`src/rtl/gio_mem_writer_if.sv`:
```
// Port-B memory write bus plus GIO pin inputs and status for gio_mem_writer.
// slave = the writer block, master = whoever drives pins/enable and consumes the writes.
interface gio_mem_writer_if;
    logic        enable;
    logic [7:0]  GIO_pins;
    logic [15:0] addr_b;
    logic [15:0] data_b;
    logic        we_b;
    logic [7:0]  pins_db;
    logic [15:0] change_count;
    logic        busy;

    modport slave (
        input  enable,
        input  GIO_pins,
        output addr_b,
        output data_b,
        output we_b,
        output pins_db,
        output change_count,
        output busy
    );

    modport master (
        output enable,
        output GIO_pins,
        input  addr_b,
        input  data_b,
        input  we_b,
        input  pins_db,
        input  change_count,
        input  busy
    );
endinterface

```
`src/rtl/gio_mem_writer.sv`:
```
// Syncs/debounces 8 GIO pins; each accepted change writes pin state then change count to port B.
// Latency: DEBOUNCE_CYCLES+3 edges from first sample to WR_S; no backpressure, one sequence in flight.
module gio_mem_writer #(
    parameter logic [15:0] BASE_ADDR       = 16'h00F0,
    parameter int          DEBOUNCE_CYCLES = 500000,
    parameter int          CNT_W           = 20
) (
    input  logic             clk,
    input  logic             reset,
    gio_mem_writer_if.slave  bus
);
    localparam logic [CNT_W-1:0] DB_LIMIT = CNT_W'(DEBOUNCE_CYCLES);
    localparam logic [15:0]      CNT_ADDR = BASE_ADDR + 16'd1;

    typedef enum logic [2:0] {
        INIT_S,
        INIT_C,
        IDLE,
        WR_S,
        WR_C
    } state_t;

    logic [7:0]       r_s1;
    logic [7:0]       r_s2;
    logic [7:0]       r_cand;
    logic [CNT_W-1:0] r_cnt;
    state_t           r_state;
    logic [7:0]       r_pins_db;
    logic [15:0]      r_change_count;
    logic             r_we;
    logic [15:0]      r_addr;
    logic [15:0]      r_data;
    logic             r_busy;

    logic             w_stable;
    logic             w_commit;

    always_ff @(posedge clk) begin
        if (reset) begin
            r_s1 <= 8'h00;
            r_s2 <= 8'h00;
        end else begin
            r_s1 <= bus.GIO_pins;
            r_s2 <= r_s1;
        end
    end

    // Counter saturates at the limit so a long-held value stays "stable" indefinitely.
    always_ff @(posedge clk) begin
        if (reset) begin
            r_cand <= 8'h00;
            r_cnt  <= '0;
        end else if (r_s2 != r_cand) begin
            r_cand <= r_s2;
            r_cnt  <= '0;
        end else if (r_cnt < DB_LIMIT) begin
            r_cnt  <= r_cnt + 1'b1;
        end
    end

    assign w_stable = (r_cnt == DB_LIMIT);
    assign w_commit = bus.enable && w_stable && (r_cand != r_pins_db);

    // Output registers are loaded with the decode of the state being entered.
    always_ff @(posedge clk) begin
        if (reset) begin
            r_state        <= INIT_S;
            r_pins_db      <= 8'h00;
            r_change_count <= 16'h0000;
            r_we           <= 1'b1;
            r_addr         <= BASE_ADDR;
            r_data         <= 16'h0000;
            r_busy         <= 1'b1;
        end else begin
            case (r_state)
                INIT_S: begin
                    r_state <= INIT_C;
                    r_we    <= 1'b1;
                    r_addr  <= CNT_ADDR;
                    r_data  <= 16'h0000;
                    r_busy  <= 1'b1;
                end
                INIT_C, WR_C: begin
                    r_state <= IDLE;
                    r_we    <= 1'b0;
                    r_addr  <= BASE_ADDR;
                    r_data  <= 16'h0000;
                    r_busy  <= 1'b0;
                end
                IDLE: begin
                    if (w_commit) begin
                        r_state        <= WR_S;
                        r_pins_db      <= r_cand;
                        r_change_count <= r_change_count + 16'd1;
                        r_we           <= 1'b1;
                        r_addr         <= BASE_ADDR;
                        r_data         <= {8'h00, r_cand};
                        r_busy         <= 1'b1;
                    end
                end
                WR_S: begin
                    r_state <= WR_C;
                    r_we    <= 1'b1;
                    r_addr  <= CNT_ADDR;
                    r_data  <= r_change_count;
                    r_busy  <= 1'b1;
                end
                default: begin
                    r_state <= INIT_S;
                    r_we    <= 1'b1;
                    r_addr  <= BASE_ADDR;
                    r_data  <= 16'h0000;
                    r_busy  <= 1'b1;
                end
            endcase
        end
    end

    assign bus.addr_b       = r_addr;
    assign bus.data_b       = r_data;
    assign bus.we_b         = r_we;
    assign bus.pins_db      = r_pins_db;
    assign bus.change_count = r_change_count;
    assign bus.busy         = r_busy;
endmodule

```
`src/flat_wrapper.sv`:
```
// flat-port wrapper written by rule: the top's interface ports become plain ports
module gio_mem_writer_flat 
#(
    parameter logic [15:0] BASE_ADDR       = 16'h00F0,
    parameter int          DEBOUNCE_CYCLES = 500000,
    parameter int          CNT_W           = 20
)
  (clk, reset, bus_enable, bus_GIO_pins, bus_addr_b, bus_data_b, bus_we_b, bus_pins_db, bus_change_count, bus_busy);
  gio_mem_writer_if bus_i ();
  input  logic clk;
  input  logic reset;
  input wire logic [$bits(bus_i.enable)-1:0] bus_enable;
  input wire logic [$bits(bus_i.GIO_pins)-1:0] bus_GIO_pins;
  output wire logic [$bits(bus_i.addr_b)-1:0] bus_addr_b;
  output wire logic [$bits(bus_i.data_b)-1:0] bus_data_b;
  output wire logic [$bits(bus_i.we_b)-1:0] bus_we_b;
  output wire logic [$bits(bus_i.pins_db)-1:0] bus_pins_db;
  output wire logic [$bits(bus_i.change_count)-1:0] bus_change_count;
  output wire logic [$bits(bus_i.busy)-1:0] bus_busy;
  assign bus_i.enable = bus_enable;
  assign bus_i.GIO_pins = bus_GIO_pins;
  assign bus_addr_b = bus_i.addr_b;
  assign bus_data_b = bus_i.data_b;
  assign bus_we_b = bus_i.we_b;
  assign bus_pins_db = bus_i.pins_db;
  assign bus_change_count = bus_i.change_count;
  assign bus_busy = bus_i.busy;
  gio_mem_writer #(.BASE_ADDR(BASE_ADDR), .DEBOUNCE_CYCLES(DEBOUNCE_CYCLES), .CNT_W(CNT_W)) u_core (.clk(clk), .reset(reset), .bus(bus_i));
endmodule
```
`config.mk`:
```
export PLATFORM = sky130hd
export DESIGN_NAME = gio_mem_writer_flat
export DESIGN_NICKNAME = d
export VERILOG_FILES = /design/src/rtl/gio_mem_writer_if.sv /design/src/rtl/gio_mem_writer.sv /design/src/flat_wrapper.sv
export SDC_FILE = /design/constraint.sdc
export NUM_CORES = 1
export LEC_CHECK = 0
export ABC_AREA = 0
export CAP_MARGIN = 20
export CORE_UTILIZATION = 40
export CTS_CLUSTER_DIAMETER = 40
export DETAILED_ROUTE_END_ITERATION = 7
export GPL_TIMING_DRIVEN = 1
export HOLD_SLACK_MARGIN = 0.05
export SYNTH_ARGS = -nofsm -noshare
export SYNTH_HDL_FRONTEND = slang
export SYNTH_SLANG_ARGS = --single-unit
```
`constraint.sdc`:
```
create_clock -name clk -period 3.8 [get_ports clk]
set_clock_uncertainty 0.1 [all_clocks]
set_input_delay 0.76 -clock clk [delete_from_list [all_inputs] [get_ports clk]]
set_output_delay 0.76 -clock clk [all_outputs]
set_load 0.005 [all_outputs]
```
* Word-level counts from Yosys, hierarchy flattened *
Index checks and enable logic that the tools add are counted.

operators by class
  reductions and logical operators = 7
  add/sub/neg operators = 2
  mux-type cells = 8
  eq/ne operators = 8
  magnitude comparators = 1

operator list
  kind                                                           number
  case mux 16 bit (2 select lines)                               2
  2-to-1 mux 16 bit                                              2
  adder 20 x 1 -> 20 bit (second input constant)                 1
  == test 20 x 19 -> 1 bit (second input constant)               1
  less-than comparator 20 x 19 -> 1 bit (second input constant)  1
  adder 16 x 1 -> 16 bit (second input constant)                 1
  != test 8 bit                                                  2
  case mux 3 bit (4 select lines)                                1
  == test 3 x 2 -> 1 bit (second input constant)                 2
  OR reduction 2 bit                                             3
  == test 3 x 1 -> 1 bit (second input constant)                 1
  == test 3 bit (second input constant)                          1
  logical NOT 3 bit                                              1
  2-to-1 mux 3 bit                                               1
  logical AND 1 bit                                              2
  != test 2 x 1 -> 1 bit (second input constant)                 1
  case mux 1 bit (2 select lines)                                1
  AND reduction 2 bit                                            1
  2-to-1 mux 1 bit                                               1

word-level totals
  output and inout bits = 58
  bits in registers = 104
  input port bits = 11
  word-level logic and storage cells = 36

* Depth between registers and ports, before layout *
Gate-level depths: netlist (run 1).

  depth after elaboration = 5
  mapped depth = 9
  gate-level depth less buffers = 7

* Worst setup path after synthesis (run 1) *
Ideal clock, no wire load.

  path kind = input -> register
  start = in bus_enable
  end = reg u_core.r_change_count[12] (netlist: u_core.bus.change_count[12])
  path slack = 0.782 ns
  required time = 3.630 ns
  data arrival time = 2.848 ns
  stages on the path = 6
  buffers on the path = 1
  setup time = 0.070 ns
  cell sequence = or4b_1 > or4_4 > a2111o_1 > buf_6 > or4_1 > a21oi_1

on the way
  word-level cells in the longest chain between the ends = 3

RTL lines
  what                                  line                  text
  from (decl)                           flat_wrapper.sv:12    input wire logic [$bits(bus_i.enable)-1:0] bus_enable;
  logical AND 1 bit (2 in series)       gio_mem_writer.sv:62  assign w_commit = bus.enable && w_stable && (r_cand != r_pins_db);
  AND reduction 2 bit (no source line)  -
  to (signal assigned)                  gio_mem_writer.sv:94  r_change_count <= r_change_count + 16'd1;
  to (decl)                             gio_mem_writer.sv:29  logic [15:0] r_change_count;

Every way passes these cells.
A chain may end at the register's enable or synchronous reset.

* Worst setup path after layout (run 1) *
  start = in bus_enable
  end = reg u_core.r_change_count[13] (netlist: u_core.bus.change_count[13])

Same word-level chain as after synthesis.

==> impl_metrics.tcl, run 1 <==
set metrics [dict create \
    outcome "finished, final reports clean" \
    grt_start_max_net_pins 55 \
    drt-total-wl_um 8445 \
    synth_edf_count 0 \
    wl_per_cell_um 13.96 \
    reg2reg_to "u_core.bus.change_count[13]" \
    synthArstFlopShare_pct 0 \
    fin_crit_sh_pct 85.40 \
    avgViaCountPerCell 5.274 \
    pin_count 69 \
    crit_buf_inv 2 \
    cp_max_fo 32 \
    die-width_um 100.9 \
    synthTopCellsByCount "89 x dfxtp_1, 50 x nand2_1, 35 x a21oi_1" \
    clk_latency_ps 360 \
    slowest_delay_ps 520 \
    yosys.area.top_type "dfxtp_1" \
    dp_hpwl_um 5799 \
    drt_iter0_drc 185 \
    n_fill_cell 929 \
    layout_min_cycle_time_ps 3245 \
    die_height_um 100.9 \
    timing.rr.start "u_core.r_cnt[10]" \
    hp-start "u_core.r_s1[5]" \
    nets 485 \
    grt_antenna_before_repair 0 \
    min_to "u_core.r_s2[5]" \
    crit_family "simple AND/OR/NAND/NOR gates" \
    cp_data_arrival_time_ps 3430 \
    drt-met1-wl_um 3959 \
    numCtsBuffers 9 \
    ys_seq_elements 89 \
    post_cts_buffers 0 \
    finalMaxSlewViolations 0 \
    cts_resized 0 \
    max_freq_mhz 308.2 \
    finalSetupTns_ps 0 \
    drv_cap 0 \
    path_cells "clkdlybuf4s50_1 -> or4b_1 -> or4_4 -> a2111o_1 -> buf_12 -> or4_1 -> a21oi_1" \
    cts_sinks 89 \
    rsz0062_at_grt "false" \
    htreeDepth 3 \
    via_count 3191 \
    gp_congestion 0.8199 \
    finalSetupViolations 0 \
    cts_hold_buffers 0 \
    start_util_pct 41.75 \
    hold_violations 0 \
    required_ps 3990 \
    path_clk_slew_ps 100 \
    diodes 0 \
    synth_top_area_share_pct 45.54 \
    cts_root_buffer "clkbuf_8" \
    startpoint_type "input port" \
    worstRegToRegCells 6 \
    drive_above_1_share_pct 7.983 \
    yosysMostFrequentCell "dfxtp_1" \
    drt_pre_antenna_iters 4 \
    core_area_um2 9371 \
    dp.cells 589 \
    dieArea_um2 10180 \
    top_layer "met4" \
    cts_tree "yes" \
    final_antenna_net_count 0 \
    vdd_drop_max_v 0.0002556 \
    grt_pass1_vias 2824 \
    reg2reg_slack_ps 880 \
    hold_depth 1 \
    drc 0 \
    synth_cell_types 50 \
    dr_wl_met3_um 350 \
    wl_met2_um 4038 \
    yosysSeqAreaShare_pct 45.54 \
    synth_area_leaders "dfxtp_1 46%, nand2_1 4.8%, a21oi_1 4.5%" \
    maxSlewHeadroom_pct 35.05 \
    grt_overflow_total 0 \
    io_buffers 53 \
    synth-main-ff-cell "dfxtp_1" \
    final_cells 605 \
    postSynthCellCount 426 \
    worst_slew_pin_slew_ps 966.8 \
    leakagePower_nw 1.658 \
    end_kind "flip-flop" \
    grt_pass1_wl_um 13880 \
    syn_to_final_growth_pct 19.57 \
    holdCritPathClass "flip-flop to flip-flop" \
    clockBufferDepth 2 \
    yosys_warnings 0 \
    grt_use_total_pct 17.46 \
    std_cell_rows 35 \
    path_class "input port to flip-flop" \
    postSynthAreaPerCell_um2 9.184 \
    p_per_area_nw_per_um2 365.8 \
    crit_path_top_delay_cell "or4_4" \
    syn_area_um2 3913 \
]
-- metal layers --
metal	GRT usage, %	vias to the layer above
li1	-	1590
met1	23.27	1513
met2	28.56	77
met3	3.398	11
met4	5.351	0
met5	0	-
-- flip-flops by register name, indices dropped and copies added (netlist names) --
register / count
u_core.r_cnt: 20
u_core.bus.change_count: 16
u_core.bus.data_b: 16
u_core.bus.pins_db: 8
u_core.r_cand: 8
u_core.r_s1: 8
u_core.r_s2: 8
u_core.r_state: 3
u_core.bus.addr_b: 1
u_core.bus.we_b: 1
-- cells by family after synthesis --
group,after synthesis,synth area share (%)
fa+ha+maj,3,0.9595
mux,17,4.605
simple gates,159,22.71
flops,89,45.54
other cells,2,0.1919
xor+xnor,25,5.596
compound gates,84,14.14
buf+inv,47,6.268
-- through the flow --
step,area (µm²),hold slack (ps),total power [W],setup WS (ps),utilization (%)
finish,4678,336.9,0.001711,555.0,49.92
global route,4678,349.9,0.001777,482.4,49.92
CTS,4678,344.8,0.001735,552.7,49.92
detailed placement,4494,321.2,0.001117,169.7,47.96
global placement,4494,317.8,0.001115,190.6,47.96
floorplan,3961,313.8,0.001086,781.7,-
-- cells in the final DEF, fill, tap and decap left out, types with 8 or more instances in the layout --
master,synthesis,final
mux2i_1,9,9
nand4_1,12,12
o31ai_1,15,15
mux2_2,8,8
clkbuf_8,0,9
a22o_1,8,8
or4_1,17,17
inv_1,9,9
nand2_1,50,50
xor2_1,18,18
a21oi_1,35,35
conb_1,2,15
nor2b_1,24,24
dfxtp_1,89,89
clkdlybuf4s50_1,0,52
o21ai_0,9,9
nor2_1,10,10
or3_1,9,9
-- worst max path at each step --
stage                                  end  slack [ps]  depth (start not counted)  startpoint
5_1_grt         u_core.bus.change_count[9]         480                          7  bus_enable
3_5_place_dp    u_core.bus.change_count[9]         170                          7  bus_enable
2_1_floorplan  u_core.bus.change_count[12]         780                          6  bus_enable
6_report       u_core.bus.change_count[13]         550                          7  bus_enable
4_1_cts         u_core.bus.change_count[9]         550                          7  bus_enable
3_3_place_gp    u_core.bus.change_count[9]         190                          7  bus_enable
-- report_power, final --
part           internal (W)  switching [W]  total [W]
Clock              0.000249       0.000368   0.000617
Sequential         0.000953      0.0000244   0.000977
Combinational     0.0000593      0.0000578   0.000117
Total               0.00126       0.000450    0.00171
-- final cells by class --
class	instances	area [µm²]	area share, %
Inverter	9	33.78	0.7221
Tap cell	129	161.4	3.450
Timing Repair Buffer	59	583.1	12.46
Clock inverter	7	60.06	1.284
Clock buffer	9	123.9	2.648
Sequential cell	89	1782	38.09
Multi-Input combinational cell	303	1934	41.35
(Power assumes the default switching activity.)
==> run 2: changes to the inputs <==
Settings changed: CELL_PAD_IN_SITES_DETAIL_PLACEMENT set to 1, CELL_PAD_IN_SITES_GLOBAL_PLACEMENT set to 2, CORE_UTILIZATION 40 to 32, GPL_ROUTABILITY_DRIVEN set to 0, PLACE_DENSITY_LB_ADDON set to 0.1.
==> impl_metrics.tcl, run 2 (same netlist as run 1, synthesis figures left out) <==
set metrics [dict create \
    fin_ws_ps 509.1 \
    avgViaCountPerCell 5.122 \
    pin_count 69 \
    die-width_um 112.6 \
    cts_resized 0 \
    maxSlewHeadroom_pct 29.82 \
    clockBufferDepth 2 \
    multi_input_area_um2 1934 \
    fin_crit_sh_pct 86.60 \
    finalSetupViolations 0 \
    cts_root_buffer "clkbuf_16" \
    htreeDepth 3 \
    outcome "finished, final reports clean" \
    dieArea_um2 12670 \
    cp_data_arrival_time_ps 3470 \
    final_cell_mix "89 x dfxtp_1, 52 x clkdlybuf4s50_1, 50 x nand2_1" \
    layout_min_cycle_time_ps 3291 \
    worst_slew_pin_slew_ps 1045 \
    hold_depth 1 \
    post_cts_buffers 0 \
    regArea_um2 1782 \
    worstRegToRegCells 6 \
    layout_commonest_cell "dfxtp_1" \
    drive_above_1_share_pct 8.176 \
    grt_use_total_pct 16.62 \
    core_area_um2 11960 \
    cts_hold_buffers 0 \
    crit_cells 7 \
    end_kind "flip-flop" \
    die_height_um 112.6 \
    max_freq_mhz 303.9 \
    holdCritPathClass "flip-flop to flip-flop" \
    diodes 0 \
    syn_to_final_growth_pct 23.19 \
    post-place-ws_ps 158.9 \
    path_cells "clkdlybuf4s50_1 -> or4b_1 -> or4_4 -> a2111o_1 -> buf_12 -> or4_1 -> a21oi_1" \
    drt_pre_antenna_iters 4 \
    crit_path_top_delay_cell "or4_4" \
    cts_tree "yes" \
    drt_iter0_drc 90 \
    largest_reg_flops 20 \
    nets 486 \
    final_cells 624 \
    leakagePower_nw 1.722 \
    crit_buf_inv 2 \
    via_count 3196 \
    vdd_drop_max_v 0.0002037 \
    dp_hpwl_um 6810 \
    std_cell_rows 40 \
    path_clk_slew_ps 70 \
    rsz0062_at_grt "false" \
    cts_sinks 89 \
    hold_violations 0 \
    grt_overflow_total 0 \
    largest-register "u_core.r_cnt" \
    grt_pass1_vias 3132 \
    finalMaxSlewViolations 0 \
    wl_per_cell_um 15.64 \
    clk_latency_ps 350 \
    grt_antenna_before_repair 0 \
    drc 0 \
    n_fill_cell 1392 \
    dp.cells 608 \
    numCtsBuffers 9 \
    cp_max_fo 32 \
    grt_start_max_net_pins 33 \
    required_ps 3980 \
    path_class "input port to flip-flop" \
    p_per_area_nw_per_um2 413.4 \
    drv_cap 0 \
    start_util_pct 32.71 \
    crit_family "simple AND/OR/NAND/NOR gates" \
    io_buffers 53 \
    grt_pass1_wl_um 16290 \
    finalSetupTns_ps 0 \
    final_antenna_net_count 0 \
    startpoint_type "input port" \
    drt-total-wl_um 9760 \
    slowest_delay_ps 530 \
]
## run 2: final timing paths
kind                          from                     endpoint  slack (ps)
setup reg to reg  u_core.r_cnt[10]  u_core.bus.change_count[13]         880
setup / recovery        bus_enable  u_core.bus.change_count[13]         510
hold / removal      u_core.r_s1[2]               u_core.r_s2[2]         340
hold reg to reg     u_core.r_s1[2]               u_core.r_s2[2]         340
## run 2: final cells by class
type	count	share of cell area (%)
Timing Repair Buffer	60	12.25
Clock inverter	6	1.168
Sequential cell	89	36.97
Multi-Input combinational cell	303	40.14
Clock buffer	10	4.958
Inverter	9	0.7009
Tap cell	147	3.816
## run 2: where the power goes
part | switching (W) | internal (W) | leakage, nW
Combinational | 0.0000596 | 0.0000604 | 0.856
Sequential | 0.0000251 | 0.000953 | 0.722
Clock | 0.000417 | 0.000478 | 0.144
Total | 0.000501 | 0.00149 | 1.72
## run 2: routing by layer
metal	share of wire (%)	global-route usage, %	up-vias	routed length (µm)
met4	1.8	8.000	0	177
met1	49	21.15	1550	4758
met2	47	27.16	45	4579
li1	-	-	1590	-
met3	2.5	3.024	11	244
met5	0	0	-	0
## run 2: per-stage QoR
step / hold slack, ps / power, W / utilization (%) / area (µm²)
after detailed placement: 330.0 / 0.001123 / 37.82 / 4524
after global placement: 321.2 / 0.001120 / 37.82 / 4524
after global routing: 362.1 / 0.002079 / 40.29 / 4820
final: 338.8 / 0.001992 / 40.29 / 4820
after floorplan: 313.8 / 0.001086 / - / 3961
after CTS: 346.6 / 0.002024 / 40.29 / 4820
==> run 3: changes to the inputs <==
Settings changed: CAP_MARGIN 20 to unset, CTS_CLUSTER_SIZE set to 28, SKIP_LAST_GASP set to 1.
==> results of run 3 <==
Final layout, timing and power as in run 2 (identical DEF).
